==> config.mk <==
export PLATFORM = sky130hd
export DESIGN_NAME = dram_responder_rd_pipe
export DESIGN_NICKNAME = d
export VERILOG_FILES = /design/src/rtl/dram_responder_model_pkg.sv /design/src/rtl/dram_responder_model_rd_pipe.sv
export SDC_FILE = /design/constraint.sdc
export NUM_CORES = 1
export LEC_CHECK = 0
export BUFFER_PORTS_ARGS = -buffer_cell sky130_fd_sc_hd__buf_2
export CORE_AREA = 2 2 404 406
export CTS_BUF_LIST = sky130_fd_sc_hd__clkbuf_8
export DETAILED_ROUTE_END_ITERATION = 8
export DIE_AREA = 0 0 406 408
export GPL_TIMING_DRIVEN = 0
export PLACE_DENSITY = 0.31
export SKIP_LAST_GASP = 1
export SLEW_MARGIN = 0
export SYNTH_ARGS = -nofsm -noshare
export SYNTH_HDL_FRONTEND = slang
export SYNTH_SLANG_ARGS = --single-unit
==> constraint.sdc <==
create_clock -name clk -period 0.8 [get_ports clk]
set_input_delay 0.2 -clock clk [delete_from_list [all_inputs] [get_ports clk]]
set_output_delay 0.2 -clock clk [all_outputs]
set_load 0.005 [all_outputs]
==> src/rtl/dram_responder_model_pkg.sv <==
// Shared types for the DRAM responder model: memory request/response beats,
// the responder FSM states and the memory word width.
package dram_responder_model_pkg;

    localparam int unsigned MEM_WORD_BITS = 512;

    typedef struct packed {
        logic                     valid;
        logic                     isWrite;
        logic [63:0]              addr;
        logic [MEM_WORD_BITS-1:0] data;
    } MemReq;

    typedef struct packed {
        logic                     valid;
        logic [MEM_WORD_BITS-1:0] data;
    } MemResp;

    typedef enum logic {
        INIT,
        RUN
    } ResponderState;

endpackage

==> src/rtl/dram_responder_model_rd_pipe.sv <==
// Fixed-latency valid/data shift pipeline for read data, reporting how many
// reads are currently travelling through it.
module dram_responder_rd_pipe
    import dram_responder_model_pkg::*;
#(
    parameter int unsigned LATENCY = 2,
    parameter int unsigned WIDTH   = MEM_WORD_BITS,
    parameter int unsigned CNT_W   = $clog2(LATENCY + 1)
) (
    input  logic             clk,
    input  logic             reset_n,
    input  logic             in_valid,
    input  logic [WIDTH-1:0] in_data,
    output logic             out_valid,
    output logic [WIDTH-1:0] out_data,
    output logic [CNT_W-1:0] in_flight
);

    logic [LATENCY-1:0] valid_q;
    logic [WIDTH-1:0]   data_q [LATENCY];

    always_ff @(posedge clk or negedge reset_n) begin
        if (!reset_n) begin
            valid_q <= '0;
        end else begin
            valid_q[0] <= in_valid;
            for (int unsigned i = 1; i < LATENCY; i++) valid_q[i] <= valid_q[i-1];
        end
    end

    always_ff @(posedge clk) begin
        data_q[0] <= in_data;
        for (int unsigned i = 1; i < LATENCY; i++) data_q[i] <= data_q[i-1];
    end

    always_comb begin
        in_flight = '0;
        for (int unsigned i = 0; i < LATENCY; i++) in_flight = in_flight + CNT_W'(valid_q[i]);
    end

    assign out_valid = valid_q[LATENCY-1];
    assign out_data  = data_q[LATENCY-1];

endmodule

==> results of run 1 <==
-- cell families after synthesis --
kind of cell / Yosys count / share of synthesized area, %
adders and majority gates: 1 / 0.0513
DFF: 1026 / 84.2
buffers and inverters: 512 / 15.7
-- per-stage QoR --
stage | worst slack (ns) | hold WS, ns | cell area, sq um
2_1_floorplan | -0.0531 | -0.0956 | 24400
3_3_place_gp | -0.318 | -0.00248 | 32300
3_5_place_dp | -0.309 | -0.00119 | 32300
-- synthesized netlist by cell type --
cell type,n
dfrtp_1,2
buf_4,512
ha_1,1
dfxtp_1,1024
==> results.json, run 1 <==
{
  "status": "did not finish",
  "haltStage": "clock tree synthesis (4_1_cts)",
  "tool.error": "[ERROR RSZ-0060] Max buffer count reached.",
  "die_h_um": 408,
  "gp_congestion": 0.782,
  "start_util_pct": 15.1,
  "place_hpwl_um": 63500,
  "dpl.cell_count": 4743,
  "io_pins": 1030,
  "synth_warnings": 0,
  "cts_setup_buffers": 1,
  "cts_buffers": 183,
  "clockRootBuffer": "clkbuf_8",
  "syn_area_per_cell_sq_um": 15.9,
  "cts_sinks": 1026,
  "clockBufferDepth": 3,
  "yosysTopAreaCell": "dfxtp_1",
  "synth_cell_types": 4,
  "synthesis.area_sq_um": 24400,
  "syn_inst": 1539,
  "ctsResizeCount": 1130,
  "postCtsHoldBufs": 914,
  "ys_seq_area_share_pct": 84.2,
  "place.port_buffers": 1029,
  "synth_seq_cells": 1026,
  "fp.dieW_um": 406,
  "rows": 148,
  "synth_nets": 2055,
  "synthTopCellsByArea": "dfxtp_1 84%, buf_4 16%, dfrtp_1 0.21%",
  "yosys.area.top_type_share_pct": 84.0,
  "htree_levels": 4
}
==> run 2, diff against run 1 <==
--- a/config.mk
+++ b/config.mk
@@ -6,12 +6,11 @@
 export NUM_CORES = 1
 export LEC_CHECK = 0
 export BUFFER_PORTS_ARGS = -buffer_cell sky130_fd_sc_hd__buf_2
-export CORE_AREA = 2 2 404 406
-export CTS_BUF_LIST = sky130_fd_sc_hd__clkbuf_8
+export CORE_AREA = 2 2 400 402
 export DETAILED_ROUTE_END_ITERATION = 8
-export DIE_AREA = 0 0 406 408
+export DIE_AREA = 0 0 402 404
 export GPL_TIMING_DRIVEN = 0
-export PLACE_DENSITY = 0.31
+export PLACE_DENSITY_LB_ADDON = 0.15
 export SKIP_LAST_GASP = 1
 export SLEW_MARGIN = 0
 export SYNTH_ARGS = -nofsm -noshare
==> constraint.sdc (replaced) <==
create_clock -name clk -period 1 [get_ports clk]
set_input_delay 0.25 -clock clk [delete_from_list [all_inputs] [get_ports clk]]
set_output_delay 0.25 -clock clk [all_outputs]
set_load 0.005 [all_outputs]
==> results.json, run 2 <==
{
  "status": "finished, violations left",
  "violations": "setup timing",
  "layout.cells.non_filler": 4869,
  "synth_edf_count": 0,
  "final_common_cell": "dfxtp_1",
  "slew_viol_final": 0,
  "worstPathArrival_ns": 1.51,
  "r2r_cells": 0,
  "synth_mux_area_share_pct": 0,
  "grt_util_all_layers_pct": 9.21,
  "vias_per_cell": 2.80,
  "syn_area_per_cell_sq_um": 15.9,
  "io_pins": 1030,
  "grt_max_degree": 19,
  "regMostFlops": "data_q",
  "ys_dominant_reg_cell": "dfxtp_1",
  "drive_above_1_share_pct": 61.4,
  "synth_seq_cells": 1026,
  "cp-start-kind": "flip-flop",
  "final_cell_mix": "525 x dfxtp_1, 515 x dlygate4sd3_1, 514 x buf_2",
  "total_power_mw": 93.0,
  "nets": 3209,
  "synth_top_family_by_area": "buffers and inverters",
  "gp_congestion": 0.769,
  "relSlewSlack_pct": 82.2,
  "htree_levels": 3,
  "fin_crit_ns": 1.76,
  "worstSetupPathType": "flip-flop to output port",
  "worst_slew_pin_slew_ns": 0.266,
  "drtIter0Drc": 397,
  "place_hpwl_um": 60200,
  "fin_crit_sh_pct": 176,
  "synth_common_cells": "1024 x dfxtp_1, 512 x buf_4, 2 x dfrtp_1",
  "synthTopCellsByArea": "dfxtp_1 84%, buf_4 16%, dfrtp_1 0.21%",
  "finClkSkew_ns": 0.0572,
  "cts_buffers": 119,
  "clockBufferDepth": 3,
  "r2r_slack_ns": 0.38,
  "fin_area_sq_um": 41400,
  "clockRootBuffer": "clkbuf_16",
  "first_global_vias": 15000,
  "drv_cap": 0,
  "grt_first_pass_wirelength_um": 106000,
  "worst_setup_path_end_kind": "output port",
  "synth.most_common_cell": "dfxtp_1",
  "worstPathRequired_ns": 0.75,
  "fp.dieW_um": 402,
  "synth-compound-area-share_pct": 0,
  "cp-startpoint": "valid_q[1]",
  "place_ws_ns": -0.252,
  "rows": 146,
  "yosys.area.top_type_share_pct": 84.0,
  "p_comb_share_pct": 5.9,
  "first_pass_iters": 4,
  "p_sw_share_pct": 21.5,
  "seqPwrFrac_pct": 47.5,
  "crit_path_end": "in_flight[0]",
  "fp.coreArea_sq_um": 158000,
  "yosysTopAreaCell": "dfxtp_1",
  "wirelength_um": 77300,
  "p_switching_mw": 20.0,
  "clock.fmax_mhz": 569,
  "synth_nets": 2055,
  "reg2reg_to": "data_q[0][627]",
  "start_util_pct": 15.5,
  "pwr-share-clk_pct": 46.6,
  "overflow": 0,
  "top_regs": "data_q x1024, valid_q x2",
  "largest_reg_flops": 1024,
  "rsz0062_at_grt": "yes",
  "worst_slack_ns": -0.758,
  "p_leak_nw": 17.9,
  "insertion_delay_ns": 0.72,
  "synth_cell_types": 4,
  "cts_sinks": 1026,
  "final_core_util_pct": 26.2,
  "syn_inst": 1539,
  "vias": 13600,
  "power_density_nw_per_um2": 2250,
  "peakVddDrop_v": 0.00144,
  "rr_startpoint": "data_q[0][115]",
  "ys_seq_area_share_pct": 84.2,
  "grt_antenna_before_repair": 21,
  "die_h_um": 404,
  "area_delta_synth_final_pct": 69.7,
  "dpl.cell_count": 4640,
  "async_reset_ff_share_pct": 0.195,
  "place.port_buffers": 1029,
  "fp.dieArea_sq_um": 162000,
  "worstHoldPathType": "input port to flip-flop",
  "worstPathMaxFanout": 2,
  "drc": 0,
  "dpl_cell_area_sq_um": 32100,
  "synth_warnings": 0,
  "synthAdderAreaFrac_pct": 0.0513,
  "synth-simple-area-share_pct": 0,
  "hold_viol_final": 0,
  "cts_tree": "built",
  "synthesis.area_sq_um": 24400,
  "ant_nets": 0,
  "power.internal_mw": 73.0,
  "synth_xor_area_share_pct": 0,
  "wl_per_cell_um": 15.9,
  "setup_viol": 515,
  "clkTransAtPathRegs_ns": 0.06
}
-- run 2: power groups by stage --
stage                     clock (mW)  combinational, mW  sequential, mW
after floorplan                    0               1.65            44.3
after global placement             0               4.17            44.5
after detailed placement           0               4.17            44.6
after CTS                       45.5               5.70            44.2
after global routing            47.1               5.91            44.3
final                           43.4               5.52            44.1
-- run 2: stage by stage --
| stage | setup TNS, ns | hold slack (ns) |
|---|---|---|
| 2_1_floorplan | 0 | -0.0456 |
| 3_3_place_gp | -0.451 | 0.0483 |
| 3_5_place_dp | -0.471 | 0.0489 |
| 4_1_cts | -256.48 | 0.0308 |
| 5_1_grt | -252.07 | 0.0534 |
| 6_report | -200.05 | 0.142 |
-- run 2: per-layer routing --
metal,part of all wire (%),vias up,track usage [%]
met1,37,6241,9.59
met5,0.21,-,0
li1,-,6558,-
met2,50,637,16.0
met4,3.1,24,3.27
met3,10,163,4.47
-- run 2: kinds of logic (layout without fill, tap and decap cells) --
group                    count (synthesis)  in the layout
buffers and inverters                  512           1765
other                                    0              5
flip-flops                            1026           1026
adder cells (fa/ha/maj)                  1              1
-- run 2: worst min path at each step --
stage | endpoint | from | slack, ns | cells past startpoint
final | data_q[0][192] | in_data[192] | 0.14 | 2
after CTS | data_q[0][244] | in_data[244] | 0.03 | 2
after global routing | data_q[0][283] | in_data[283] | 0.05 | 2
after floorplan | valid_q[0] | reset_n | -0.05 | 0
after global placement | valid_q[1] | reset_n | 0.05 | 1
after detailed placement | valid_q[1] | reset_n | 0.05 | 1
-- run 2: what timing repair did --
item,4_1_cts,5_1_grt
setup buffers,1,0
hold buffers,515,0
pin swaps,0,0
endpoints found under the setup margin,515,515
gates resized for setup,1095,69
endpoints found under the hold margin,515,0
cloned,0,0
-- run 2: worst max-delay path, stage by stage (launching register included) --
cell,delay [ns]
dfrtp_2,0.42
ha_4,0.26
buf_6,0.10
-- run 2: final cells by class --
cell class                 instances  area [sq um]
sequential                      1026         21200
tap                             2072          2590
clock buffer                     184          3510
fill                           16600        116000
multi-input combinational          1          25.0
timing repair buffer            1545         13500
clock inverter                    36           485
antenna                            5          12.5
Power figures use the tool's default switching activity.
